[config.mk]
export PLATFORM = sky130hd
export DESIGN_NAME = pio_pixel_feeder
export DESIGN_NICKNAME = d
export VERILOG_FILES = /design/src/rtl/pio_pixel_feeder.sv
export SDC_FILE = /design/constraint.sdc
export NUM_CORES = 1
export LEC_CHECK = 0
export CAP_MARGIN = 30
export CORE_MARGIN = 3
export CORE_UTILIZATION = 37
export CTS_CLUSTER_SIZE = 25
export DETAILED_ROUTE_END_ITERATION = 8
export PLACE_DENSITY = 0.57
export SYNTH_ARGS = -nofsm -noshare
export SYNTH_HDL_FRONTEND = slang
export SYNTH_SLANG_ARGS = --single-unit
[constraint.sdc]
create_clock -name clk_clk -period 8.2 [get_ports clk_clk]
set_input_delay 0.82 -clock clk_clk [delete_from_list [all_inputs] [get_ports clk_clk]]
set_output_delay 0.82 -clock clk_clk [all_outputs]
set_load 0.05 [all_outputs]
[src/rtl/pio_pixel_feeder.sv]
// Turns toggle-strobed HPS PIO nibble writes into a framed valid/ready pixel stream with sof/eol/eof tags.
// Build option PIO_INPUT_SYNC_EN adds a 2-flop input synchronizer for a PIO in a foreign clock domain.
`default_nettype none

module pio_pixel_fifo #(
    parameter int W     = 11,
    parameter int DEPTH = 16
) (
    input  logic                     clk_i,
    input  logic                     rst_i,
    input  logic                     flush_i,
    input  logic                     push_i,
    input  logic [W-1:0]             push_dat_i,
    input  logic                     pop_i,
    output logic [W-1:0]             pop_dat_o,
    output logic                     full_o,
    output logic                     empty_o,
    output logic [$clog2(DEPTH):0]   level_o
);
    localparam int AW = $clog2(DEPTH);

    logic [W-1:0]  mem_q [DEPTH];
    logic [AW-1:0] wr_ptr_q, wr_ptr_d;
    logic [AW-1:0] rd_ptr_q, rd_ptr_d;
    logic [AW:0]   count_q, count_d;
    logic          do_push, do_pop;

    assign empty_o   = (count_q == '0);
    assign full_o    = (count_q == (AW+1)'(DEPTH));
    assign do_pop    = pop_i && !empty_o;
    // A pop in the same cycle frees the slot, so a push into a full FIFO still lands.
    assign do_push   = push_i && (!full_o || do_pop);
    assign pop_dat_o = mem_q[rd_ptr_q];
    assign level_o   = count_q;

    always_comb begin
        wr_ptr_d = wr_ptr_q;
        rd_ptr_d = rd_ptr_q;
        count_d  = count_q;
        if (flush_i) begin
            wr_ptr_d = '0;
            rd_ptr_d = '0;
            count_d  = '0;
        end else begin
            if (do_push) wr_ptr_d = wr_ptr_q + 1'b1;
            if (do_pop)  rd_ptr_d = rd_ptr_q + 1'b1;
            count_d = count_q + (AW+1)'(do_push) - (AW+1)'(do_pop);
        end
    end

    always_ff @(posedge clk_i or posedge rst_i) begin
        if (rst_i) begin
            wr_ptr_q <= '0;
            rd_ptr_q <= '0;
            count_q  <= '0;
        end else begin
            wr_ptr_q <= wr_ptr_d;
            rd_ptr_q <= rd_ptr_d;
            count_q  <= count_d;
        end
    end

    always_ff @(posedge clk_i) begin
        if (do_push && !flush_i) mem_q[wr_ptr_q] <= push_dat_i;
    end
endmodule

module pio_pixel_feeder #(
    parameter int LINE_W     = 640,
    parameter int N_LINES    = 480,
    parameter int FIFO_DEPTH = 16
) (
    input  logic                          clk_clk,
    input  logic                          reset_reset,
    input  logic [7:0]                    pio_byte,
    output logic [7:0]                    out_data,
    output logic                          out_valid,
    input  logic                          out_ready,
    output logic                          out_sof,
    output logic                          out_eol,
    output logic                          out_eof,
    output logic [1:0]                    filt_mode,
    output logic                          busy,
    output logic                          overflow,
    output logic                          frame_done,
    output logic [$clog2(FIFO_DEPTH):0]   fifo_level
);
    localparam int COL_W = $clog2(LINE_W);
    localparam int ROW_W = (N_LINES > 1) ? $clog2(N_LINES) : 1;
    localparam int LVL_W = $clog2(FIFO_DEPTH) + 1;

    localparam logic [2:0] OP_NIBBLE   = 3'd1;
    localparam logic [2:0] OP_START    = 3'd2;
    localparam logic [2:0] OP_ABORT    = 3'd3;
    localparam logic [2:0] OP_SET_MODE = 3'd4;

    localparam logic [1:0] ST_IDLE    = 2'd0;
    localparam logic [1:0] ST_RECV_LO = 2'd1;
    localparam logic [1:0] ST_RECV_HI = 2'd2;

    logic [7:0] pio_src;

`ifdef PIO_INPUT_SYNC_EN
    logic [7:0] sync1_q, sync2_q;
    always_ff @(posedge clk_clk or posedge reset_reset) begin
        if (reset_reset) begin
            sync1_q <= '0;
            sync2_q <= '0;
        end else begin
            sync1_q <= pio_byte;
            sync2_q <= sync1_q;
        end
    end
    assign pio_src = sync2_q;
`else
    assign pio_src = pio_byte;
`endif

    logic [7:0]       pio_q;
    logic             last_tgl_q;
    logic [1:0]       state_q, state_d;
    logic [3:0]       lo_q, lo_d;
    logic [COL_W-1:0] col_q, col_d;
    logic [ROW_W-1:0] row_q, row_d;
    logic [1:0]       mode_q, mode_d;
    logic             ovf_q, ovf_d;
    logic             frame_done_q;

    logic             evt;
    logic [2:0]       op;
    logic [3:0]       dat;
    logic             last_col, last_row;
    logic             tag_sof, tag_eol, tag_eof;
    logic             push, flush, pop;
    logic [10:0]      push_dat, head;
    logic             fifo_full, fifo_empty;
    logic [LVL_W-1:0] level;

    // The byte is registered once before decode, so a write lands in the FIFO one edge after it is sampled.
    assign evt = pio_q[7] ^ last_tgl_q;
    assign op  = pio_q[6:4];
    assign dat = pio_q[3:0];

    assign last_col = (col_q == COL_W'(LINE_W - 1));
    assign last_row = (row_q == ROW_W'(N_LINES - 1));
    assign tag_sof  = (col_q == '0) && (row_q == '0);
    assign tag_eol  = last_col;
    assign tag_eof  = last_col && last_row;
    assign push_dat = {tag_sof, tag_eol, tag_eof, dat, lo_q};

    always_comb begin
        state_d = state_q;
        lo_d    = lo_q;
        col_d   = col_q;
        row_d   = row_q;
        mode_d  = mode_q;
        ovf_d   = ovf_q;
        push    = 1'b0;
        flush   = 1'b0;
        if (evt) begin
            if (op == OP_ABORT) begin
                state_d = ST_IDLE;
                flush   = 1'b1;
                col_d   = '0;
                row_d   = '0;
                lo_d    = '0;
            end else begin
                case (state_q)
                    ST_IDLE: begin
                        if (op == OP_START) begin
                            state_d = ST_RECV_LO;
                            ovf_d   = 1'b0;
                            col_d   = '0;
                            row_d   = '0;
                        end else if (op == OP_SET_MODE) begin
                            mode_d = dat[1:0];
                        end
                    end
                    ST_RECV_LO: begin
                        if (op == OP_NIBBLE) begin
                            lo_d    = dat;
                            state_d = ST_RECV_HI;
                        end
                    end
                    ST_RECV_HI: begin
                        if (op == OP_NIBBLE) begin
                            // Counters advance even if the FIFO drops this pixel, keeping framing aligned with the host.
                            push    = 1'b1;
                            state_d = ST_RECV_LO;
                            if (last_col) begin
                                col_d = '0;
                                if (last_row) begin
                                    row_d   = '0;
                                    state_d = ST_IDLE;
                                end else begin
                                    row_d = row_q + 1'b1;
                                end
                            end else begin
                                col_d = col_q + 1'b1;
                            end
                        end
                    end
                    default: state_d = ST_IDLE;
                endcase
            end
        end
        if (push && fifo_full && !pop) ovf_d = 1'b1;
    end

    always_ff @(posedge clk_clk or posedge reset_reset) begin
        if (reset_reset) begin
            pio_q        <= '0;
            last_tgl_q   <= 1'b0;
            state_q      <= ST_IDLE;
            lo_q         <= '0;
            col_q        <= '0;
            row_q        <= '0;
            mode_q       <= '0;
            ovf_q        <= 1'b0;
            frame_done_q <= 1'b0;
        end else begin
            pio_q        <= pio_src;
            last_tgl_q   <= pio_q[7];
            state_q      <= state_d;
            lo_q         <= lo_d;
            col_q        <= col_d;
            row_q        <= row_d;
            mode_q       <= mode_d;
            ovf_q        <= ovf_d;
            frame_done_q <= pop && head[8];
        end
    end

    pio_pixel_fifo #(
        .W     (11),
        .DEPTH (FIFO_DEPTH)
    ) u_fifo (
        .clk_i      (clk_clk),
        .rst_i      (reset_reset),
        .flush_i    (flush),
        .push_i     (push),
        .push_dat_i (push_dat),
        .pop_i      (pop),
        .pop_dat_o  (head),
        .full_o     (fifo_full),
        .empty_o    (fifo_empty),
        .level_o    (level)
    );

    assign out_valid  = !fifo_empty;
    assign pop        = out_valid && out_ready;
    // Head storage is not reset; gate it so idle outputs read as zero.
    assign out_data   = out_valid ? head[7:0] : 8'h00;
    assign out_sof    = out_valid && head[10];
    assign out_eol    = out_valid && head[9];
    assign out_eof    = out_valid && head[8];
    assign filt_mode  = mode_q;
    assign overflow   = ovf_q;
    assign frame_done = frame_done_q;
    assign fifo_level = level;
    assign busy       = (state_q != ST_IDLE) || (level != '0);
endmodule

`default_nettype wire

Word-level counts from Yosys, hierarchy flattened
Memory sizes are Yosys's and may differ from the RTL's.
Index checks and enable logic that the tools add are counted.

storage, ports and cells
  RAM bits = 176
  memories kept = 1
  bits in registers = 51

cells by class
  multiplexer cells = 40
  reductions and logical operators = 38
  equality and inequality tests = 14
  bitwise gates (word level) = 3
  $add $sub $neg = 6

memory list
  memory        words  width  rd ports  clocked after memory_dff  wr ports  RTL line  RTL
  u_fifo.mem_q  16     11     1         0                         1         22        logic [W-1:0] mem_q [DEPTH];

operators with widths
  kind                                                                   count
  9-bit two-way mux                                                      5
  10-bit two-way mux                                                     4
  4-bit two-way mux                                                      7
  10-bit one-hot mux with 2 select lines                                 1
  9-bit one-hot mux with 2 select lines                                  1
  2-bit nonzero test                                                     8
  1-bit two-way mux                                                      15
  1-bit logical AND                                                      12
  3-bit inequality test, second input constant                           4
  4-bit AND reduction                                                    3
  10-bit by 1-bit adder with 10-bit output, second input constant        1
  10-bit equality test, second input constant                            1
  10-bit zero test                                                       1
  5-bit AND reduction                                                    2
  9-bit by 1-bit adder with 9-bit output, second input constant          1
  9-bit equality test, second input constant                             1
  9-bit zero test                                                        1
  4-bit by 1-bit adder with 4-bit output, second input constant          2
  2-bit two-way mux                                                      4
  8-bit two-way mux                                                      1
  3-bit by 2-bit equality test with 1-bit output, second input constant  2
  2-bit one-hot mux with 3 select lines                                  1
  5-bit by 1-bit adder with 5-bit output                                 1
  5-bit equality test, second input constant                             1
  16 further kinds                                                       21

Depth between registers and ports, before layout
Gate-level depths: netlist of run 1.

  word-level depth = 9
  gate-level depth with buffers = 15

Modules after synthesis
A second synthesis of run 1 with hierarchy kept.

second synthesis, totals
  cell total of the unflattened synthesis = 633
  area, all modules = 9769.4 um2

by module, submodules not included
  module            instances  cells each  seq. area each (um2)  area each (um2)
  pio_pixel_fifo    1          419         5610.4                7778.7
  pio_pixel_feeder  1          214         950.9                 1990.7

Worst setup path after synthesis of run 1
Ideal clock, no wire load.

  path type = register -> output
  start point = reg u_fifo.count_q[2] (netlist: u_fifo.level_o[2])
  end point = out out_data[0]
  stages on the path, launching flop included = 7
  required time = 7380 ps
  arrival time = 2454 ps
  path buffers = 2
  path slack = 4926 ps
  cell sequence = dfrtp_1 inv_1 ha_1 or4b_2 clkbuf_1 clkbuf_1 and2_1

between the ends
  cells in the longest elaborated chain, start to end = 2

RTL lines
  item                    RTL line  RTL
  start, declared         25        logic [AW:0] count_q, count_d;
  start signal, assigned  59        count_q <= count_d;
  5-bit zero test         28        assign empty_o = (count_q == '0);
  8-bit two-way mux       253       assign out_data = out_valid ? head[7:0] : 8'h00;
  end, declared           76        output logic [7:0] out_data,

Every way passes these cells.

Worst setup path after layout of run 1
  start point = reg u_fifo.rd_ptr_q[0]
  end point = out out_eol

between the ends
  cells in the longest elaborated chain, start to end = 2

RTL lines
  item                    RTL line  RTL
  start, declared         24        logic [AW-1:0] rd_ptr_q, rd_ptr_d;
  start signal, assigned  58        rd_ptr_q <= rd_ptr_d;
  memory 16 x 11 bit      n/a
  1-bit logical AND       255       assign out_eol = out_valid && head[9];
  end, declared           80        output logic out_eol,

Every way passes these cells.

==> impl_results.md, run 1 <==
- CP arrival: around 3700 ps
- Reg2reg path depth: 14
- Sw Share: 31.0%
- Number of synthesized flops with an enable pin: 176
- Sink Count: 227
- Initial Util: between 30% and 40%
- DRC: 0
- Internal: about 2.6 mW
- Iter 0 DRT Violations: 425
- Hold WS: 439 ps
- Switching pwr: between 1 and 1.5 mW
- CTS tree: built
- Worst R2R Start: u_fifo.level_o[3]
- Max cap viols: 0
- DR pass1 iterations: 5
- Resized cells post-CTS: 0
- Core ar.: 0.0253 mm^2
- Post-synthesis sequential area ratio: 68.4%
- Antenna Cells: 0
- Vias in the first global route: 5,467
- Main synth FF type: edfxtp_1
- Startpoint Class: flop
- Final WL: 21,100 um
- Die span in y: around 170 um
- All-layer global routing usage: 15.3%
- Largest net degree at the start of global routing: 52
- Syn Nets: between 500 and 600
- Synth warnings: 0
- Critical path startpoint: u_fifo.rd_ptr_q[0]
- Commonest non-fill, non-tap cell in the layout: edfxtp_1
- Num CTS Buffers: 24
- Worst Setup EP: out_eol
- IO buf count: 32
- Flop2flop setup slack: 4650 ps
- Initial antenna violation count: 0
- Reg-to-Reg End: u_fifo.level_o[4]
- Share of layout cells above drive strength 1: 21.0%
- Synth Cell Area: 0.00960 mm^2
- Average wire per standard cell: 22.2 um
- Root Buffer: clkbuf_16
- CP endpoint kind: output pin
- Combinational fraction of design power: approximately 31%
- Max frequency: 223 MHz
- Count of final hold-check violations: 0
- Setup Skew: approximately 18 ps
- Die area: 0.0279 mm^2
- Clock slew at reported path FFs: 60 ps
- Max_slew headroom: between 20 and 30%
- Total power: 3.74 mW
- Status: completed
- H-tree level count: 1
- Max Slew Vio Count: 0
- Peak supply drop: 308 uV
- Post-CTS Hold Fix Bufs: 0
- Critical path data required time: 7380 ps
- Setup Buffers After CTS: 0
- Clk buf depth: 3
- GRT overflow: 0
- GRT met3 Usage: 2.18%
- Clock share of power: between 30% and 40%
- Synth cell types: between 60 and 70
- Dpl hpwl: 12,800 um
- Number of routed nets with antenna violations: 0
- Vias per cell: about 5.5
- Hold Path Origin: pio_q[7]
- Clock Latency Late Sink: 520 ps
- Nets: 628
- Critical path type: flop to output pin
- Ys async rst share: 22.5%
- First-pass GRT wire length: about 33,000 um
- Chip Width: 167 um
- RSZ-0062 raised after global routing: no
- Pre-CTS WS: 4160 ps
- Via Count: 5,200
- Util after Layout: about 44%
- Ports: 33
- GRT Max-Usage Layer: met2
- Post-Syn Instances: roughly 560
- Commonest cells after routing, fill and taps aside: edfxtp_1, mux4_2, dfrtp_1, clkdlybuf4s50_1, inv_1
- Pwr/cell area: 334 mW/mm^2
- Worst slew pin tran: 1060 ps
- Final Wtd Congestion: around 0.8
- Period utilization: 54.6%
- Register bit total from synthesis: 227
- Syn Area/Cell: around 17 um^2
- Fin Setup TNS: 0 ps
- Global-route track usage on met1: 20.6%
- Static Leak: 3.85 nW
- Setup ws final: 3720 ps
- Area growth syn-to-layout: 16.6%
- Maximum fanout along the worst path: around 40
- Crit path time final: 4480 ps
- Met2 usage: 25.9%
- Cell Rows: just under 60
- Hold Path Class: flop to flop
- Final setup viols: 0
- Reg power frac: 38.2%
worst max-delay path, stage by stage (launching register included):
cell and delay [ps]:
dfrtp_2 460, buf_4 690, mux4_2 600, mux4_2 480, and2_1 180, clkdlybuf4s50_1 700
logic make-up after synthesis:
logic type	after synthesis	share of synthesized area [%]
compound gates	63	4.86
xor+xnor	8	0.730
fa+ha+maj	16	2.16
buf+inv	59	2.87
flops	227	68.4
mux	61	13.6
simple gates	122	7.43
Yosys cell counts, types with 4 or more instances:
cell | count | share of area [%]
edfxtp_1 | 176 | 55
mux4_2 | 55 | 13
dfrtp_1 | 51 | 13
inv_1 | 31 | 1.2
and2_1 | 21 | 1.4
nand3_1 | 19 | 0.99
ha_1 | 15 | 2.0
nor2_1 | 15 | 0.59
clkbuf_1 | 13 | 0.51
nand2_1 | 11 | 0.43
o21ai_0 | 11 | 0.57
a21oi_1 | 9 | 0.47
a22o_1 | 8 | 0.73
nor4_1 | 8 | 0.52
buf_6 | 6 | 0.70
o211ai_1 | 6 | 0.47
xor2_1 | 6 | 0.55
nand4_1 | 5 | 0.33
nor2b_1 | 5 | 0.33
nor3_1 | 5 | 0.26
nor3b_1 | 5 | 0.39
or3_1 | 5 | 0.33
and3_1 | 4 | 0.26
buf_1 | 4 | 0.16
o22ai_1 | 4 | 0.26
worst min path at each step:
stage	to	cells after the start
global placement	last_tgl_q	0
global route	last_tgl_q	0
floorplan	last_tgl_q	0
finish	last_tgl_q	0
detailed placement	last_tgl_q	0
CTS	last_tgl_q	0
through the flow:
stage	instance area [um^2]	cells
after CTS	11200	949
after global placement	10300	903
after detailed placement	10300	905
after floorplan	9600	556
final	11200	949
after global routing	11200	949
registers in the layout, summed over array words and instances (netlist names):
register         count
col_q               10
filt_mode            2
frame_done           1
last_tgl_q           1
lo_q                 4
overflow             1
pio_q                8
row_q                9
state_q              2
u_fifo.level_o       5
u_fifo.mem_q       176
u_fifo.rd_ptr_q      4
u_fifo.wr_ptr_q      4
layout make-up:
cell class / instances / area (um^2)
flip-flops and latches: 227 / 6560
inverters: 33 / 124
well taps: 330 / 413
fillers: 2155 / 14100
clock inverters: 13 / 200
repair buffers: 45 / 430
clock buffers: 31 / 667
multi-input cells: 270 / 2790
per-layer routing:
metal | routed length [um] | up-vias
li1 | - | 2301
met1 | 9080 | 2707
met2 | 10500 | 149
met3 | 893 | 43
met4 | 645 | 0
met5 | 0 | -
power groups by stage:
| stage | Combinational [mW] | Clock [mW] | Sequential [mW] |
|---|---|---|---|
| after detailed placement | 1.16 | 0 | 1.46 |
| after global placement | 1.12 | 0 | 1.47 |
| after CTS | 1.17 | 1.19 | 1.43 |
| after global routing | 1.24 | 1.24 | 1.44 |
| final | 1.15 | 1.16 | 1.43 |
| after floorplan | 0.852 | 0 | 1.46 |
No activity file was read; power rests on OpenSTA's default activity.
==> run 2: changes to the inputs <==
--- a/config.mk
+++ b/config.mk
@@ -10,7 +10,7 @@
 export CORE_UTILIZATION = 37
 export CTS_CLUSTER_SIZE = 25
 export DETAILED_ROUTE_END_ITERATION = 8
-export PLACE_DENSITY = 0.57
+export PLACE_DENSITY = 0.59
 export SYNTH_ARGS = -nofsm -noshare
 export SYNTH_HDL_FRONTEND = slang
 export SYNTH_SLANG_ARGS = --single-unit
==> constraint.sdc (replaced) <==
create_clock -name clk_clk -period 3.76 [get_ports clk_clk]
set_input_delay 0.376 -clock clk_clk [delete_from_list [all_inputs] [get_ports clk_clk]]
set_output_delay 0.376 -clock clk_clk [all_outputs]
set_load 0.05 [all_outputs]
==> run 2 against run 1 <==
Effect of this change: total power rose by 120%; via count rose by 0.25%; routed wire length fell by 0.62%; design area rose by 1.1%; hold slack got worse by 280 ps; clock skew fell by 0.81 ps; core utilization rose by 0.50 points; combinational power rose by 120%; first-iteration DRC count rose by 15%; clock power rose by 120%; clock-buffer cell count fell by 6; largest power group unchanged.
==> impl_results.md, run 2 (synthesis results as in run 1) <==
- Status: completed
- Sink Count: 227
- Initial antenna violation count: 0
- Clock slew at reported path FFs: 70 ps
- Critical path data required time: 3380 ps
- DR pass1 iterations: 4
- Reg-to-Reg End: u_fifo.level_o[4]
- GRT overflow: 0
- Pwr/cell area: between 700 and 800 mW/mm^2
- IO buf count: 32
- Final setup viols: 0
- Highest metal used: met4
- Vias in the first global route: 5,438
- Dpl hpwl: 13,100 um
- Max Slew Vio Count: 0
- Met1 wire length: 8810 um
- Ports: 33
- Reg with most FFs: u_fifo.mem_q
- Worst slew pin tran: 854 ps
- Internal: around 5.7 mW
- Setup ws final: 129 ps
- Die area: 0.0279 mm^2
- Resized cells post-CTS: 0
- Chip Width: 167 um
- Clock share of power: 30.9%
- Total power: between 8 and 9 mW
- Reg2reg path depth: 14
- Iter 0 DRT Violations: 490
- Peak supply drop: 453 uV
- Metal3 WL: 1050 um
- Flop2flop setup slack: 650 ps
- Hold Path Class: input pin to async pin
- First-pass GRT wire length: 32,600 um
- Clock Latency Late Sink: 520 ps
- Final WL: 21,000 um
- Count of final hold-check violations: 0
- Root Buffer: clkbuf_16
- Crit path time final: roughly 3600 ps
- Largest register FFs: 176
- Die span in y: 167 um
- Reg power frac: 38.0%
- Area growth syn-to-layout: 17.9%
- Cell Rows: 58
- Post-CTS Hold Fix Bufs: 0
- Setup Buffers After CTS: 0
- Critical path type: flop to output pin
- CP endpoint kind: output pin
- Static Leak: about 4 nW
- Setup Skew: 16.8 ps
- Largest net degree at the start of global routing: 45
- Worst R2R Start: u_fifo.level_o[3]
- Placed insts: 919
- Max cap viols: 0
- Vias per cell: ~5.4
- Final Wtd Congestion: 0.771
- Commonest cells after routing, fill and taps aside: edfxtp_1, mux4_2, dfrtp_1, clkdlybuf4s50_1, inv_1
- Nets: 642
- Number of routed nets with antenna violations: 0
- DRC: 0
- Pre-CTS WS: ~630 ps
- Combinational fraction of design power: 31.2%
- Max frequency: roughly 280 MHz
- CP arrival: 3250 ps
- RSZ-0062 raised after global routing: no
- Initial Util: approximately 38%
- Share of layout cells above drive strength 1: 22.0%
- Startpoint Class: flop
- Antenna Cells: 0
- Maximum fanout along the worst path: 27
- H-tree level count: 1
- CTS tree: built
- Switching pwr: 2.54 mW
- Fin cells: 962
- Num CTS Buffers: 24
- Max_slew headroom: between 40% and 50%
- Largest registers: u_fifo.mem_q x176, col_q x10, row_q x9
- Core ar.: 0.0253 mm^2
- All-layer global routing usage: ~15%
- Fin Setup TNS: 0 ps
- Met2 wire len: 10,600 um
- Average wire per standard cell: 21.8 um
- Commonest non-fill, non-tap cell in the layout: edfxtp_1
- Sw Share: 31.0%
- Via Count: 5,213
- Clk buf depth: 3
- Hold WS: 160 ps
- Period utilization: 96.6%
==> run 2: cell count changes in the layout (fill, tap and decap cells not counted) <==
| cell | before | now |
|---|---|---|
| clkinv_2 | 6 | 3 |
| clkinv_4 | 0 | 1 |
| dfrtp_2 | 2 | 1 |
| bufinv_16 | 5 | 6 |
| buf_4 | 12 | 23 |
| clkinvlp_2 | 0 | 1 |
| dfrtp_1 | 49 | 50 |
| clkbuf_8 | 4 | 0 |
| clkinv_1 | 2 | 7 |
| clkbuf_1 | 3 | 1 |
| buf_12 | 1 | 4 |
==> run 2: worst max path at each step <==
stage	to	cells after the start	slack, ps	start
2_1_floorplan	u_fifo.mem_q[0][0]	6	570	u_fifo.level_o[2]
3_3_place_gp	out_data[4]	5	650	u_fifo.rd_ptr_q[0]
3_5_place_dp	out_data[4]	5	630	u_fifo.rd_ptr_q[0]
4_1_cts	out_data[4]	5	50	u_fifo.rd_ptr_q[0]
5_1_grt	out_data[4]	5	10	u_fifo.rd_ptr_q[0]
6_report	out_data[4]	5	130	u_fifo.rd_ptr_q[0]
==> run 2: cell type report <==
| type | count | area (um^2) |
|---|---|---|
| clock inverters | 18 | 248 |
| well taps | 330 | 413 |
| repair buffers | 59 | 573 |
| fillers | 2173 | 14000 |
| flip-flops and latches | 227 | 6560 |
| multi-input cells | 270 | 2790 |
| inverters | 33 | 124 |
| clock buffers | 25 | 604 |
==> run 2: worst max-delay path, stage by stage, from the launching register on <==
cell	delay, ps
dfrtp_2	530
buf_12	280
mux4_2	550
mux4_2	500
and2_1	180
clkdlybuf4s50_1	690
==> run 2: stage by stage <==
step	area (um^2)	util, %
finish	11300	44.7
floorplan	9600	-
global route	11300	44.7
CTS	11300	44.7
detailed placement	10500	41.3
global placement	10400	41.2
==> run 2: routing by layer <==
| metal | global-route usage (%) | up-vias |
|---|---|---|
| met4 | 3.69 | 0 |
| met1 | 20.2 | 2725 |
| li1 | - | 2322 |
| met2 | 25.5 | 131 |
| met5 | 0 | - |
| met3 | 3.09 | 35 |
==> run 2: power by group through the flow <==
stage	registers (mW)	clock network, mW	logic (mW)
4_1_cts	3.12	2.59	2.60
3_3_place_gp	3.16	0	2.56
6_report	3.11	2.53	2.55
2_1_floorplan	3.17	0	1.86
3_5_place_dp	3.17	0	2.59
5_1_grt	3.14	2.68	2.73
